<file path="config.mk">
export PLATFORM = sky130hd
export DESIGN_NAME = param_elastic_fifo_flat
export DESIGN_NICKNAME = d
export VERILOG_FILES = /design/src/rtl/param_elastic_fifo_if.sv /design/src/rtl/param_elastic_fifo.sv /design/src/flat_wrapper.sv
export SDC_FILE = /design/constraint.sdc
export NUM_CORES = 1
export LEC_CHECK = 0
export BUFFER_PORTS_ARGS = -buffer_cell sky130_fd_sc_hd__buf_2
export CORE_MARGIN = 4
export CORE_UTILIZATION = 50
export DETAILED_ROUTE_END_ITERATION = 8
export GPL_TIMING_DRIVEN = 0
export PLACE_DENSITY = 0.83
export SLEW_MARGIN = 30
export SYNTH_ARGS = -nofsm -noshare
export SYNTH_HDL_FRONTEND = slang
export SYNTH_SLANG_ARGS = --single-unit
</file>
<file path="constraint.sdc">
create_clock -name clk -period 3.56 [get_ports clk]
set_input_delay 0 -clock clk [delete_from_list [all_inputs] [get_ports clk]]
set_output_delay 0 -clock clk [all_outputs]
set_load 0.03 [all_outputs]
</file>
<file path="src/rtl/param_elastic_fifo_if.sv">
// Handshake and monitoring bundle for param_elastic_fifo.
// The master side is the producer/consumer environment; the slave side is the buffer.
interface param_elastic_fifo_if #(
  parameter int unsigned DATA_W = 8,
  parameter int unsigned DEPTH  = 4
);
  localparam int unsigned CNT_W = $clog2(DEPTH + 1);

  logic              in_valid;
  logic              in_ready;
  logic [DATA_W-1:0] in_data;
  logic              out_valid;
  logic              out_ready;
  logic [DATA_W-1:0] out_data;
  logic [CNT_W-1:0]  count;
  logic              almost_full;
  logic [CNT_W-1:0]  hwm;
  logic              hwm_clr;

  modport master (
    output in_valid, in_data, out_ready, hwm_clr,
    input  in_ready, out_valid, out_data, count, almost_full, hwm
  );

  modport slave (
    input  in_valid, in_data, out_ready, hwm_clr,
    output in_ready, out_valid, out_data, count, almost_full, hwm
  );
endinterface

</file>
<file path="src/rtl/param_elastic_fifo.sv">
// First-word-fall-through elastic buffer with occupancy, almost-full and
// clearable high-water-mark reporting.
module param_elastic_fifo #(
  parameter int unsigned DATA_W      = 8,
  parameter int unsigned DEPTH       = 4,
  parameter int unsigned ALMOST_FULL = 3
) (
  input logic                 clk,
  input logic                 rst,
  param_elastic_fifo_if.slave bus
);
  localparam int unsigned CNT_W = $clog2(DEPTH + 1);
  localparam int unsigned PTR_W = $clog2(DEPTH);

  logic [DATA_W-1:0] mem_r [DEPTH];
  logic [PTR_W-1:0]  wr_ptr_r;
  logic [PTR_W-1:0]  rd_ptr_r;
  logic [CNT_W-1:0]  count_r;
  logic [CNT_W-1:0]  hwm_r;
  logic              out_valid_r;
  logic              almost_full_r;

  logic              in_ready_s;
  logic              push_s;
  logic              pop_s;
  logic [CNT_W-1:0]  count_next_s;
  logic [CNT_W-1:0]  hwm_next_s;

  // A full buffer refuses input even if a pop frees a slot this cycle.
  assign in_ready_s = !rst && (count_r != CNT_W'(DEPTH));
  assign push_s     = bus.in_valid && in_ready_s;
  assign pop_s      = out_valid_r && bus.out_ready;

  // Next occupancy and high-water mark.
  always_comb begin
    count_next_s = count_r;
    hwm_next_s   = hwm_r;
    case ({push_s, pop_s})
      2'b10:   count_next_s = count_r + CNT_W'(1);
      2'b01:   count_next_s = count_r - CNT_W'(1);
      default: count_next_s = count_r;
    endcase
    if (bus.hwm_clr) begin
      hwm_next_s = count_next_s;
    end else if (count_next_s > hwm_r) begin
      hwm_next_s = count_next_s;
    end else begin
      hwm_next_s = hwm_r;
    end
  end

  // Control state: pointers, occupancy and the flags derived from it.
  always_ff @(posedge clk) begin
    if (rst) begin
      wr_ptr_r      <= {PTR_W{1'b0}};
      rd_ptr_r      <= {PTR_W{1'b0}};
      count_r       <= {CNT_W{1'b0}};
      hwm_r         <= {CNT_W{1'b0}};
      out_valid_r   <= 1'b0;
      almost_full_r <= 1'b0;
    end else begin
      if (push_s) begin
        wr_ptr_r <= wr_ptr_r + PTR_W'(1);
      end
      if (pop_s) begin
        rd_ptr_r <= rd_ptr_r + PTR_W'(1);
      end
      count_r       <= count_next_s;
      hwm_r         <= hwm_next_s;
      out_valid_r   <= (count_next_s != {CNT_W{1'b0}});
      almost_full_r <= (count_next_s >= CNT_W'(ALMOST_FULL));
    end
  end

  // Payload storage; no reset, contents are qualified by count.
  always_ff @(posedge clk) begin
    if (push_s) begin
      mem_r[wr_ptr_r] <= bus.in_data;
    end
  end

  assign bus.in_ready    = in_ready_s;
  assign bus.out_valid   = out_valid_r;
  assign bus.out_data    = mem_r[rd_ptr_r];
  assign bus.count       = count_r;
  assign bus.almost_full = almost_full_r;
  assign bus.hwm         = hwm_r;
endmodule

</file>
<file path="src/flat_wrapper.sv">
// flat-port wrapper written by rule: the top's interface ports become plain ports
module param_elastic_fifo_flat 
#(
  parameter int unsigned DATA_W      = 8,
  parameter int unsigned DEPTH       = 4,
  parameter int unsigned ALMOST_FULL = 3
)
  (clk, rst, bus_in_valid, bus_in_data, bus_out_ready, bus_hwm_clr, bus_in_ready, bus_out_valid, bus_out_data, bus_count, bus_almost_full, bus_hwm);
  param_elastic_fifo_if #(.DATA_W(DATA_W), .DEPTH(DEPTH)) bus_i ();
  input logic clk;
  input logic rst;
  input wire logic [$bits(bus_i.in_valid)-1:0] bus_in_valid;
  input wire logic [$bits(bus_i.in_data)-1:0] bus_in_data;
  input wire logic [$bits(bus_i.out_ready)-1:0] bus_out_ready;
  input wire logic [$bits(bus_i.hwm_clr)-1:0] bus_hwm_clr;
  output wire logic [$bits(bus_i.in_ready)-1:0] bus_in_ready;
  output wire logic [$bits(bus_i.out_valid)-1:0] bus_out_valid;
  output wire logic [$bits(bus_i.out_data)-1:0] bus_out_data;
  output wire logic [$bits(bus_i.count)-1:0] bus_count;
  output wire logic [$bits(bus_i.almost_full)-1:0] bus_almost_full;
  output wire logic [$bits(bus_i.hwm)-1:0] bus_hwm;
  assign bus_i.in_valid = bus_in_valid;
  assign bus_i.in_data = bus_in_data;
  assign bus_i.out_ready = bus_out_ready;
  assign bus_i.hwm_clr = bus_hwm_clr;
  assign bus_in_ready = bus_i.in_ready;
  assign bus_out_valid = bus_i.out_valid;
  assign bus_out_data = bus_i.out_data;
  assign bus_count = bus_i.count;
  assign bus_almost_full = bus_i.almost_full;
  assign bus_hwm = bus_i.hwm;
  param_elastic_fifo #(.DATA_W(DATA_W), .DEPTH(DEPTH), .ALMOST_FULL(ALMOST_FULL)) u_core (.clk(clk), .rst(rst), .bus(bus_i));
endmodule
</file>
==> results.sh <==
export IMPL_drt_total_wl_mm=3.10
export IMPL_detail_route_antenna_nets=0
export IMPL_rrSetupSlack_ns=0.16
export IMPL_clock_latency_ns=0.29
export IMPL_finalMaxSlewViolations=0
export IMPL_fillers=247
export IMPL_hold_violations=0
export IMPL_grt_max_degree=16
export IMPL_grt_antenna_before_repair=0
export IMPL_critical_path_arrival_ns=3.59
export IMPL_power_leakage_nw=0.871
export IMPL_ys_warn_count=0
export IMPL_avgRoutedWirePerCell_um=14.7
export IMPL_fp_dieW_um=68.8
export IMPL_grt_pass1_wl_mm=4.82
export IMPL_cellPowerDensity_nw_per_um2=654
export IMPL_ir_drop_mv=0.474
export IMPL_required_ns=3.75
export IMPL_crit_slowest_cell="fa_1"
export IMPL_layout_common_cells="edfxtp_1, buf_2, dfxtp_1, dlygate4sd3_1, nor2_1"
export IMPL_cp_slowest_stage_delay_ns=0.47
export IMPL_slew_headroom=0.640
export IMPL_nets=184
export IMPL_multi_input_area_um2=593
export IMPL_setup_viol=0
export IMPL_drive_gt1_frac=0.323
export IMPL_grt_pass1_vias=1018
export IMPL_avgSynthCellArea_um2=15.8
export IMPL_min_period_ns=3.40
export IMPL_fmax_mhz=294
export IMPL_drc_errors=0
export IMPL_synth_seq_cells=46
export IMPL_rows=21
export IMPL_gr_total_overflow=0
export IMPL_track_usage=0.149
export IMPL_fin_tns_setup_ns=0
export IMPL_total_power_mw=1.49
export IMPL_num_vias=1071
export IMPL_core_um2=3440
export IMPL_antenna_cells=0
export IMPL_place_congestion=0.782
export IMPL_cp_cell_sequence="nor2_1 > a21oi_4 > and2_2 > inv_1 > ha_1 > fa_1 > mux2i_2 > inv_1 > ha_1 > nor2b_1 > o221ai_1 > o211ai_1 > a21oi_2 > mux2_1"
export IMPL_tightest_slew_ns=0.540
export IMPL_synth_cell_types=30
export IMPL_cts_root_buf="clkbuf_8"
export IMPL_cp_end_kind="register"
export IMPL_layout_area_seq_um2=1240
export IMPL_post_route_period_util=0.956
export IMPL_cts_setup_buffers=0
export IMPL_syn2layout_area_growth_pct=23.7
export IMPL_cts_buffers=5
export IMPL_clkTransAtPathRegs_ns=0.09
export IMPL_synth_async_reset_ratio=0
export IMPL_ys_seq_area_frac=0.673
export IMPL_status="completed"
export IMPL_cts_buffer_depth=2
export IMPL_hold_class="in2reg"
export IMPL_ys_flop_type="edfxtp_1"
export IMPL_clkSinkCount=46
export IMPL_port_buffers=29
export IMPL_pin_count=30
export IMPL_die_y_um=68.8
export IMPL_crit_path_start_kind="register"
export IMPL_syn_inst=117
export IMPL_drt_initial_drc_count=59
export IMPL_syn_num_nets=138
export IMPL_drtPass1Iterations=4
export IMPL_mostFrequentLayoutCell="edfxtp_1"
export IMPL_crit_type="reg2reg"
export IMPL_dieArea_um2=4730
export IMPL_crit_buf_inv=2
export IMPL_vias_per_cell=5.10
export IMPL_holdWs_ns=0.117
export IMPL_syn_area_um2=1850
export IMPL_synth_edff_count=32
export IMPL_start_util=0.536
export IMPL_cpLargestDelayFamily="adder cells"
export IMPL_cts_tree="yes"
export IMPL_crit_fanout=6
export IMPL_hpwl_mm=2.17
export IMPL_cts_htree_levels=2
export IMPL_fin_skew_ns=0.00574
export IMPL_maxCapViolCount=0
cell usage after synthesis (2+ instances only):
cell type  count  area share
inv_1          5       0.010
a21oi_1        5       0.014
dfxtp_1       14        0.15
mux4_2         8       0.098
mux2_1         2       0.012
and2_1         3       0.010
edfxtp_1      32        0.52
nor2b_1        2      0.0068
xnor2_1        3       0.014
and3_1         4       0.014
nor2_1         9       0.018
ha_1           7       0.047
xor2_1         2      0.0095
nand2_1        3      0.0061
o21ai_0        3      0.0081
cell families (layout without fill, tap and decap cells):
logic type               count (synthesis)  count (layout)  synth area share
AND/OR/NAND/NOR                         26              26            0.0712
flip-flops                              46              46             0.673
multiplexers                            11              11             0.115
AO/OA/AOI/OAI                           13              13            0.0420
buffers and inverters                    8              55            0.0169
XOR/XNOR                                 5               5            0.0237
adder cells (fa/ha/maj)                  8               8            0.0583
metal layers:
layer | GRT usage | up-vias | share of wire
met3 | 0.0502 | 4 | 0.053
met4 | 0.0511 | 0 | 0.011
met2 | 0.238 | 29 | 0.50
met5 | 0 | - | 0
li1 | - | 530 | -
met1 | 0.190 | 508 | 0.44
timing repair:
item	CTS	global route
setup endpoints to repair	0	2
endpoints found under the hold margin	35	0
hold buffers	10	0
resized for setup	0	4
sequential cells by signal (all words and copies together) (netlist names), named ones only:
register / flops
u_core.wr_ptr_r: 2
u_core.bus.out_valid: 1
u_core.mem_r: 32
u_core.bus.count: 3
u_core.rd_ptr_r: 2
u_core.bus.almost_full: 1
u_core.bus.hwm: 3
layout make-up:
type | count | share of cell area
Tap cell | 46 | 0.0252
Timing Repair Buffer | 39 | 0.107
Inverter | 5 | 0.00822
Multi-Input combinational cell | 63 | 0.260
Clock inverter | 3 | 0.0192
Sequential cell | 46 | 0.545
Buffer | 3 | 0.00548
Clock buffer | 5 | 0.0301
per-stage QoR:
| stage | area, µm² | setup WS, ns | utilization | instances |
|---|---|---|---|---|
| after floorplan | 1860 | 0.00856 | - | 117 |
| after global placement | 2060 | 0.156 | 0.599 | 192 |
| after detailed placement | 2060 | 0.0561 | 0.599 | 192 |
| after CTS | 2270 | 0.00219 | 0.660 | 210 |
| after global routing | 2280 | -0.0271 | 0.663 | 210 |
| final | 2280 | 0.158 | 0.663 | 210 |
worst paths after layout:
kind,from,endpoint,cells past startpoint
hold reg to reg,u_core.bus.hwm[2]$_SDFFE_PP0P_,u_core.bus.hwm[2]$_SDFFE_PP0P_,2
setup reg to reg,u_core.bus.count[0]$_SDFF_PP0_,u_core.bus.hwm[1]$_SDFFE_PP0P_,14
setup / recovery,u_core.bus.count[0]$_SDFF_PP0_,u_core.bus.hwm[1]$_SDFFE_PP0P_,14
hold / removal,bus_in_valid,u_core.wr_ptr_r[1]$_SDFFE_PP0P_,3
worst reg2reg max path, cell delays in order (launching register included):
cell and delay, ns:
dfxtp_2 0.38, nor2_1 0.09, a21oi_4 0.20, and2_2 0.21, inv_1 0.05, ha_1 0.21, fa_1 0.47, mux2i_2 0.26
inv_1 0.08, ha_1 0.33, nor2b_1 0.17, o221ai_1 0.17, o211ai_1 0.13, a21oi_2 0.22, mux2_1 0.33
power by group:
group / internal, mW / total, mW / switching [mW] / leakage, nW
combinational: 0.182 / 0.460 / 0.278 / 0.406
sequential: 0.623 / 0.653 / 0.0295 / 0.406
clock: 0.210 / 0.380 / 0.170 / 0.0585
total: 1.02 / 1.49 / 0.478 / 0.871
No activity file was read; power rests on OpenSTA's default activity.
